--- config.mk ---
export PLATFORM = sky130hd
export DESIGN_NAME = obstacle_sequencer
export DESIGN_NICKNAME = d
export VERILOG_FILES = /design/src/rtl/obstacle_sequencer_pkg.sv /design/src/rtl/obstacle_sequencer.sv
export SDC_FILE = /design/constraint.sdc
export NUM_CORES = 1
export LEC_CHECK = 0
export CAP_MARGIN = 20
export CORE_ASPECT_RATIO = 2
export CORE_MARGIN = 2
export CORE_UTILIZATION = 45
export CTS_BUF_LIST = sky130_fd_sc_hd__clkbuf_4
export DETAILED_ROUTE_END_ITERATION = 16
export GPL_TIMING_DRIVEN = 0
export PLACE_DENSITY_LB_ADDON = 0.3
export SYNTH_ARGS = -nofsm -noshare
export SYNTH_HDL_FRONTEND = slang
export SYNTH_SLANG_ARGS = --single-unit
export TNS_END_PERCENT = 5
--- constraint.sdc ---
create_clock -name clk -period 3.54 [get_ports clk]
set_clock_uncertainty 0.1 [all_clocks]
set_input_delay 0.708 -clock clk [delete_from_list [all_inputs] [get_ports clk]]
set_output_delay 0.708 -clock clk [all_outputs]
set_load 0.05 [all_outputs]
--- src/rtl/obstacle_sequencer_pkg.sv ---
// Shared constants and types for the obstacle sequencer and its neighbours
// in the game top level (obstacle ROM, playfield, tick divider).
package obstacle_sequencer_pkg;

  typedef enum logic [1:0] {
    IDLE = 2'd0,
    OBST = 2'd1,
    GAP  = 2'd2,
    OVER = 2'd3
  } state_t;

  localparam int ROW_W        = 7;
  localparam int IDX_W        = 5;
  localparam int NUM_PATTERNS = 16;
  localparam int SEQ_W        = $clog2(NUM_PATTERNS);

  localparam logic [IDX_W-1:0] BONUS_IDX = 5'd16;
  localparam logic [2:0]       LEVEL_MAX = 3'd7;

endpackage

--- src/rtl/obstacle_sequencer.sv ---
// Chooses the obstacle ROM index for each scroll tick, inserts gap and bonus
// rows, and raises the difficulty level as obstacle rows accumulate.
module obstacle_sequencer
  import obstacle_sequencer_pkg::*;
#(
  parameter int GAP_ROWS       = 2,
  parameter int BONUS_EVERY    = 8,
  parameter int ROWS_PER_LEVEL = 16
) (
  input  logic             clk,
  input  logic             rst,
  input  logic             start,
  input  logic             pause,
  input  logic             game_over,
  input  logic             tick,
  output logic [IDX_W-1:0] tipo_obs,
  input  logic [ROW_W-1:0] obstaculo,
  output logic [ROW_W-1:0] row_out,
  output logic             row_valid,
  output logic             row_is_bonus,
  output logic [2:0]       level,
  output logic             busy
);

  localparam logic [2:0]       GAP_LAST   = 3'(GAP_ROWS);
  localparam logic [SEQ_W-1:0] BONUS_LAST = SEQ_W'(BONUS_EVERY);
  localparam logic [7:0]       LEVEL_LAST = 8'(ROWS_PER_LEVEL);

  state_t           state, state_next;
  logic [SEQ_W-1:0] seq_idx, seq_next, seq_inc;
  logic [SEQ_W-1:0] bonus_cnt, bonus_next, bonus_inc;
  logic [7:0]       obs_cnt, obs_next, obs_inc;
  logic [2:0]       gap_cnt, gap_next, gap_inc;
  logic [IDX_W-1:0] tipo_next;
  logic [ROW_W-1:0] row_next;
  logic             valid_next;
  logic             is_bonus_next;
  logic [2:0]       level_next;
  logic             running;
  logic             accept;

  assign running = (state == OBST) || (state == GAP);
  assign accept  = tick & ~pause & running;
  assign busy    = running;

  assign seq_inc   = seq_idx + 1'b1;
  assign bonus_inc = bonus_cnt + 1'b1;
  assign obs_inc   = obs_cnt + 8'd1;
  assign gap_inc   = gap_cnt + 3'd1;

  // NOTE: every variable gets a hold/default value before any branch, so no
  // path through this block leaves one unassigned and no latch is inferred.
  always_comb begin
    state_next    = state;
    tipo_next     = tipo_obs;
    row_next      = row_out;
    valid_next    = 1'b0;
    is_bonus_next = 1'b0;
    level_next    = level;
    seq_next      = seq_idx;
    bonus_next    = bonus_cnt;
    obs_next      = obs_cnt;
    gap_next      = gap_cnt;

    if (game_over) begin
      // A tick arriving with game_over is dropped along with any row.
      state_next = OVER;
      row_next   = '0;
    end else if (start && !running) begin
      state_next = OBST;
      tipo_next  = '0;
      seq_next   = '0;
      bonus_next = '0;
      obs_next   = '0;
      gap_next   = '0;
      level_next = '0;
    end else if (accept) begin
      valid_next = 1'b1;
      if (state == OBST) begin
        row_next = obstaculo;
        if (tipo_obs == BONUS_IDX) begin
          // The bonus slot does not consume a sequence index.
          is_bonus_next = 1'b1;
          bonus_next    = '0;
          tipo_next     = {1'b0, seq_idx};
        end else begin
          seq_next   = seq_inc;
          bonus_next = bonus_inc;
          if (obs_inc == LEVEL_LAST) begin
            obs_next = '0;
            if (level != LEVEL_MAX) level_next = level + 3'd1;
          end else begin
            obs_next = obs_inc;
          end
          tipo_next = (bonus_inc == BONUS_LAST) ? BONUS_IDX : {1'b0, seq_inc};
        end
        if (GAP_ROWS > 0) state_next = GAP;
      end else begin
        row_next = '0;
        if (gap_inc == GAP_LAST) begin
          gap_next   = '0;
          state_next = OBST;
        end else begin
          gap_next = gap_inc;
        end
      end
    end
  end

  // NOTE: sequential state uses non-blocking assignments so every register
  // samples the pre-edge values computed above, independent of statement order.
  always_ff @(posedge clk) begin
    if (rst) begin
      state        <= IDLE;
      tipo_obs     <= '0;
      row_out      <= '0;
      row_valid    <= 1'b0;
      row_is_bonus <= 1'b0;
      level        <= '0;
      seq_idx      <= '0;
      bonus_cnt    <= '0;
      obs_cnt      <= '0;
      gap_cnt      <= '0;
    end else begin
      state        <= state_next;
      tipo_obs     <= tipo_next;
      row_out      <= row_next;
      row_valid    <= valid_next;
      row_is_bonus <= is_bonus_next;
      level        <= level_next;
      seq_idx      <= seq_next;
      bonus_cnt    <= bonus_next;
      obs_cnt      <= obs_next;
      gap_cnt      <= gap_next;
    end
  end

endmodule

==> results.cfg, run 1 <==
[synth]
async_flop_share_pct = 0
ys.flop_type = dfxtp_1
yosys-top-cells-area = dfxtp_1, a21oi_1, ha_1
synth_area_um2 = 1892
yosys_register_bits = 38
netlist_instances = 223
ys_warn_count = 0
synth-edff-count = 0
synth.avg_cell_area_um2 = 8.483
synth_top_cell_by_area = dfxtp_1
yosysUniqueCellTypes = 40
synth_top_area_share_pct = 40.21
syn-num-nets = 245
seq_area_frac_synth_pct = 40.21

[grt]
overflow = 0
grt_use_total_pct = 19.85
grt_pass1_wl_um = 7293
antenna_found_initial = 0
grt_max_degree = 11
grt_pass1_vias = 1677

[placed_design]
portBuffers = 30
post-dp-hpwl_um = 3361
gp_congestion = 0.8704

[route]
remaining_drc_errors = 0
ant_nets = 0
routed_wl_um = 4474
vias = 1766
drt-wirelength-per-cell_um = 14.39
drtPass1Iterations = 5
initialDrtViolationCount = 17
vias_per_cell = 5.678

[pwr]
p_per_area_nw_per_um2 = 330.6
ir_worst_vdd_mv = 0.2331
p_total_w = 0.0007598
leakage_nw = 0.8104

[floorplanning]
die-height_um = 95.70
die_w_um = 49.85
dieArea_um2 = 4770
core_region_area_um2 = 4088
initial_core_util_pct = 46.28
io_pins = 31
row_count = 33

[finish]
antenna_cells = 0
drive_above_1_share_pct = 5.792
fin_nets = 282
synthToLayoutAreaGrowth_pct = 21.49

[worst_setup_path]
worstReg2RegStart = state[1]
r2r_end = bonus_cnt[2]
setup.worst_path.start_class = flip-flop
rrSetupSlack_ps = 940
path_max_fanout = 6
crit_start = state[1]
worstPathArrival_ps = 1970
setup.worst_path.class = flip-flop to output port
reg2reg_depth = 8
cp.required_ps = 2730
endpoint = busy
end_kind = output port

[cts]
tritoncts = yes
clk_pin_slew_ps = 100
postCtsResizedCells = 0
ctsHoldBuffers = 0
cts_max_level = 2
clk_path_buf_depth = 2
cts.sinks = 38
root_buffer = clkbuf_4
cts_setup_buffers = 0
cts_buffers = 5
clk_latency_ps = 340

[timing]
rsz0062_at_grt = no
final_hold_viol_count = 0
setup-tns-final_ps = 0
fin_crit_sh_pct = 78.33
holdWs_ps = 358.7
finalCriticalPeriod_ps = 2773
report.final.slew_viol_count = 0
clock.fmax_mhz = 360.6
setup_viol = 0
worstMarginPinSlew_ps = 542.7
max_slew_margin_pct = 63.52

[hold_path]
worstHoldStart = row_out[6]
holdCritPathClass = flip-flop to flip-flop

[flow_run]
maxCapViolCount = 0

[status]
outcome = finished, final reports clean
-- area by class of cell --
type                            count  area, um2
Fill cell                         402       1789
Multi-Input combinational cell    166       1050
Sequential cell                    38      760.7
Timing Repair Buffer               30      300.3
Tap cell                           52      65.06
Buffer                             11      51.30
Clock buffer                        5      37.54
Inverter                            8      30.03
Clock inverter                      1      3.754
-- worst min path at each step --
stage                 endpoint  slack, ps  depth (start not counted)
floorplan           obs_cnt[7]        340                          1
global placement    row_out[3]        340                          2
detailed placement  row_out[3]        350                          2
CTS                 row_out[6]        360                          2
global route        row_out[3]        380                          2
finish              row_out[6]        360                          2
-- cell usage after synthesis (all sizes together), types with 6 or more instances --
cell,instances
ha,9
nand3,13
mux2i,7
nand2,25
nand3b,10
dfxtp,38
clkbuf,8
a22oi,6
nor2,17
inv,8
a21oi,27
o21ai,12
-- state kept, by name (all words and copies together), names as in the netlist --
register	count
level	3
row_valid	1
obs_cnt	8
bonus_cnt	4
row_out	7
tipo_obs	5
seq_idx	4
gap_cnt	3
row_is_bonus	1
state	2
-- kinds of logic (layout without fill, tap and decap cells) --
logic type / count (synthesis) / count (layout) / share of synthesized area (%)
and+or+nand+nor: 87 / 87 / 24.21
AOI/OAI and AO/OA: 62 / 62 / 21.16
DFF: 38 / 38 / 40.21
buffers and inverters: 19 / 55 / 4.299
adders and majority gates: 9 / 9 / 5.952
muxes: 7 / 7 / 3.704
xor gates and xnor gates: 1 / 1 / 0.4630
-- placed cells by master, fill, tap and decap left out, types with 2 or more instances in the layout --
| cell | instances |
|---|---|
| nand2_1 | 25 |
| nand3_1 | 13 |
| o21ai_1 | 2 |
| a21bo_2 | 2 |
| and3_1 | 4 |
| ha_1 | 9 |
| dfxtp_1 | 38 |
| clkdlybuf4s50_1 | 30 |
| or3_1 | 2 |
| mux2i_1 | 7 |
| a31oi_1 | 2 |
| clkbuf_1 | 8 |
| nand3b_1 | 10 |
| a21oi_1 | 27 |
| a211oi_1 | 5 |
| o21ai_0 | 10 |
| nor3_1 | 4 |
| buf_2 | 2 |
| a22oi_1 | 6 |
| a41oi_1 | 2 |
| clkbuf_4 | 5 |
| inv_1 | 8 |
| and2_1 | 2 |
| nor2_1 | 17 |
-- metal layers --
layer	vias to the layer above	global-route usage, %	wire [um]
met4	0	11.34	116
met1	842	17.02	1628
met3	10	3.261	107
met5	-	0	0
li1	879	-	-
met2	35	40.89	2621
-- report_power, final --
group / switching (W) / internal, W
combinational: 0.0000724 / 0.0000432
sequential: 0.00000474 / 0.000433
clock: 0.000139 / 0.0000680
-- worst max-delay path, stage by stage, from the launching register on --
cell	delay, ps
dfxtp_1	350
inv_1	60
ha_1	340
inv_1	80
clkdlybuf4s50_1	790
-- stage by stage --
stage | util (%) | setup WS (ps) | instances | cell area (um2)
finish | 56.23 | 767.0 | 311 | 2298
CTS | 56.23 | 743.1 | 311 | 2298
floorplan | - | 1248 | 223 | 1892
global route | 56.23 | 670.9 | 311 | 2298
global placement | 55.22 | 529.2 | 305 | 2257
detailed placement | 55.22 | 518.2 | 305 | 2257
Note: power is estimated with default switching activity, not from simulation.
==> run 2, diff against run 1 <==
==> constraint.sdc (replaced) <==
create_clock -name clk -period 2.2 [get_ports clk]
set_clock_uncertainty 0.1 [all_clocks]
set_input_delay 0.44 -clock clk [delete_from_list [all_inputs] [get_ports clk]]
set_output_delay 0.44 -clock clk [all_outputs]
set_load 0.05 [all_outputs]
==> run 2 against run 1 <==
  * Largest power group unchanged
  * The run now ends with setup timing left
  * Via count rose by 0.91%
  * Final area rose by 4.6%
  * Worst setup slack got worse by 790 ps
  * Sequential power rose by 61%
  * Non-clock buffer count rose by 4
  * Routed wire length rose by 3.2%
  * First-iteration DRC count rose to 3.2 times the previous value
==> results.cfg, run 2 (same netlist as run 1, synthesis figures left out) <==
[timing]
max_slew_margin_pct = 64.65
worstMarginPinSlew_ps = 528.0
final_hold_viol_count = 0
setup-tns-final_ps = -37.65
setup_viol = 2
layout_setup_ws_ps = -24.27
fin_crit_sh_pct = 101.1
clock.fmax_mhz = 449.6
rsz0062_at_grt = yes
report.final.slew_viol_count = 0
finalCriticalPeriod_ps = 2224

[worst_setup_path]
worstPathArrival_ps = 2410
end_kind = flip-flop
slowest_delay_ps = 360
worstPathCellList = inv_2, ha_4, or3b_1, buf_6, a2111oi_4, buf_4, a21boi_4, nand3b_1, a31oi_1
cp.required_ps = 2390
slowest_stage = dfxtp_2
setup.worst_path.class = flip-flop to flip-flop
path_max_fanout = 6
crit_buf_inv = 3
cp_top_family = compound AO/OA/AOI/OAI gates
setup.worst_path.start_class = flip-flop

[finish]
fin_util_pct = 58.83
drive_above_1_share_pct = 11.70
final_cell_mix = dfxtp_1, clkdlybuf4s50_1, a21oi_1
layout_commonest_cell = dfxtp_1
fin_nets = 286
fillers = 362
fin_cells = 317
synthToLayoutAreaGrowth_pct = 27.12
largest_register_ffs = 8
regMostFlops = obs_cnt
antenna_cells = 0
reg_top3 = obs_cnt: 8 flops, row_out: 7 flops, tipo_obs: 5 flops
design_area_um2 = 2405

[cts]
ctsHoldBuffers = 0
clk_latency_ps = 360
clk_path_buf_depth = 2
root_buffer = clkbuf_4
clk_pin_slew_ps = 120
cts_max_level = 2
tritoncts = yes
cts.sinks = 38
cts_buffers = 5

[floorplanning]
dieArea_um2 = 4770
initial_core_util_pct = 46.28
row_count = 33
die_w_um = 49.85
core_region_area_um2 = 4088
die-height_um = 95.70
io_pins = 31

[flow_run]
maxCapViolCount = 0

[route]
ant_nets = 0
vias = 1782
vias_per_cell = 5.621
remaining_drc_errors = 0
drtPass1Iterations = 4
routed_wl_um = 4619
initialDrtViolationCount = 54
drt-wirelength-per-cell_um = 14.57

[placed_design]
gp_congestion = 0.8729
place_inst = 305
portBuffers = 30
post-dp-hpwl_um = 3392
place_area_um2 = 2270

[grt]
grt_max_degree = 13
antenna_found_initial = 0
grt_use_total_pct = 21.06
grt_pass1_wl_um = 7665
overflow = 0
grt_pass1_vias = 1716

[status]
outcome = finished with violations
violations = setup timing

[pwr]
p_per_area_nw_per_um2 = 531.0
leakage_nw = 0.8822
p_total_w = 0.001277
ir_worst_vdd_mv = 0.4479

[hold_path]
holdCritPathClass = flip-flop to flip-flop
[run 2: cell count changes in the layout (fill, tap and decap cells not counted), moves of 3 or more]
| cell | before | now |
|---|---|---|
| clkbuf_1 | 8 | 5 |
| buf_4 | 0 | 5 |
| clkdlybuf4s50_1 | 30 | 27 |
| clkbuf_2 | 0 | 3 |
[run 2: layout make-up]
class	instances	area, um2	share of cell area (%)
buffer	11	63.81	2.653
clock buffer	5	37.54	1.561
clock inverter	3	16.27	0.6764
inverter	8	30.03	1.249
multi-input combinational	166	1099	45.68
sequential	38	763.2	31.74
tap	52	65.06	2.706
timing repair buffer	34	330.3	13.74
[run 2: power by group]
part / internal (W) / leakage (nW) / switching [W]
sequential: 0.000697 / 0.307 / 0.00000898
clock: 0.000119 / 0.0286 / 0.000245
combinational: 0.0000824 / 0.546 / 0.000124
total: 0.000899 / 0.882 / 0.000378
[run 2: path summary, 6_finish.rpt]
check	start	endpoint	slack, ps	cells after the start
hold / removal	row_out[3]	row_out[3]	360	2
hold reg to reg	row_out[3]	row_out[3]	360	2
setup reg to reg	state[1]	obs_cnt[4]	-20	9
setup / recovery	state[1]	obs_cnt[4]	-20	9
[run 2: repair_timing]
action | in CTS | in global routing
resized for setup | 13 | 5
setup endpoints to repair | 23 | 23
pin swaps | 5 | 7
buffers inserted | 0 | 4
[run 2: stage by stage]
stage	worst slack [ps]	hold slack, ps
after floorplan	78.87	341.8
after global placement	-452.2	340.9
after detailed placement	-478.8	344.6
after CTS	-76.75	361.5
after global routing	-106.0	393.3
final	-24.27	360.1
[run 2: worst reg2reg max path: stages, from the launching register on]
cell and delay, ps:
dfxtp_2 360, inv_2 50, ha_4 240, or3b_1 360, buf_6 140, a2111oi_4 250
buf_4 190, a21boi_4 200, nand3b_1 100, a31oi_1 160
[run 2: metal layers]
metal / track usage (%) / up-vias / wire length, um
met1: 20.37 / 838 / 1644
li1: - / 885 / -
met3: 2.950 / 11 / 145
met2: 41.22 / 48 / 2663
met5: 0 / - / 0
met4: 11.81 / 0 / 165
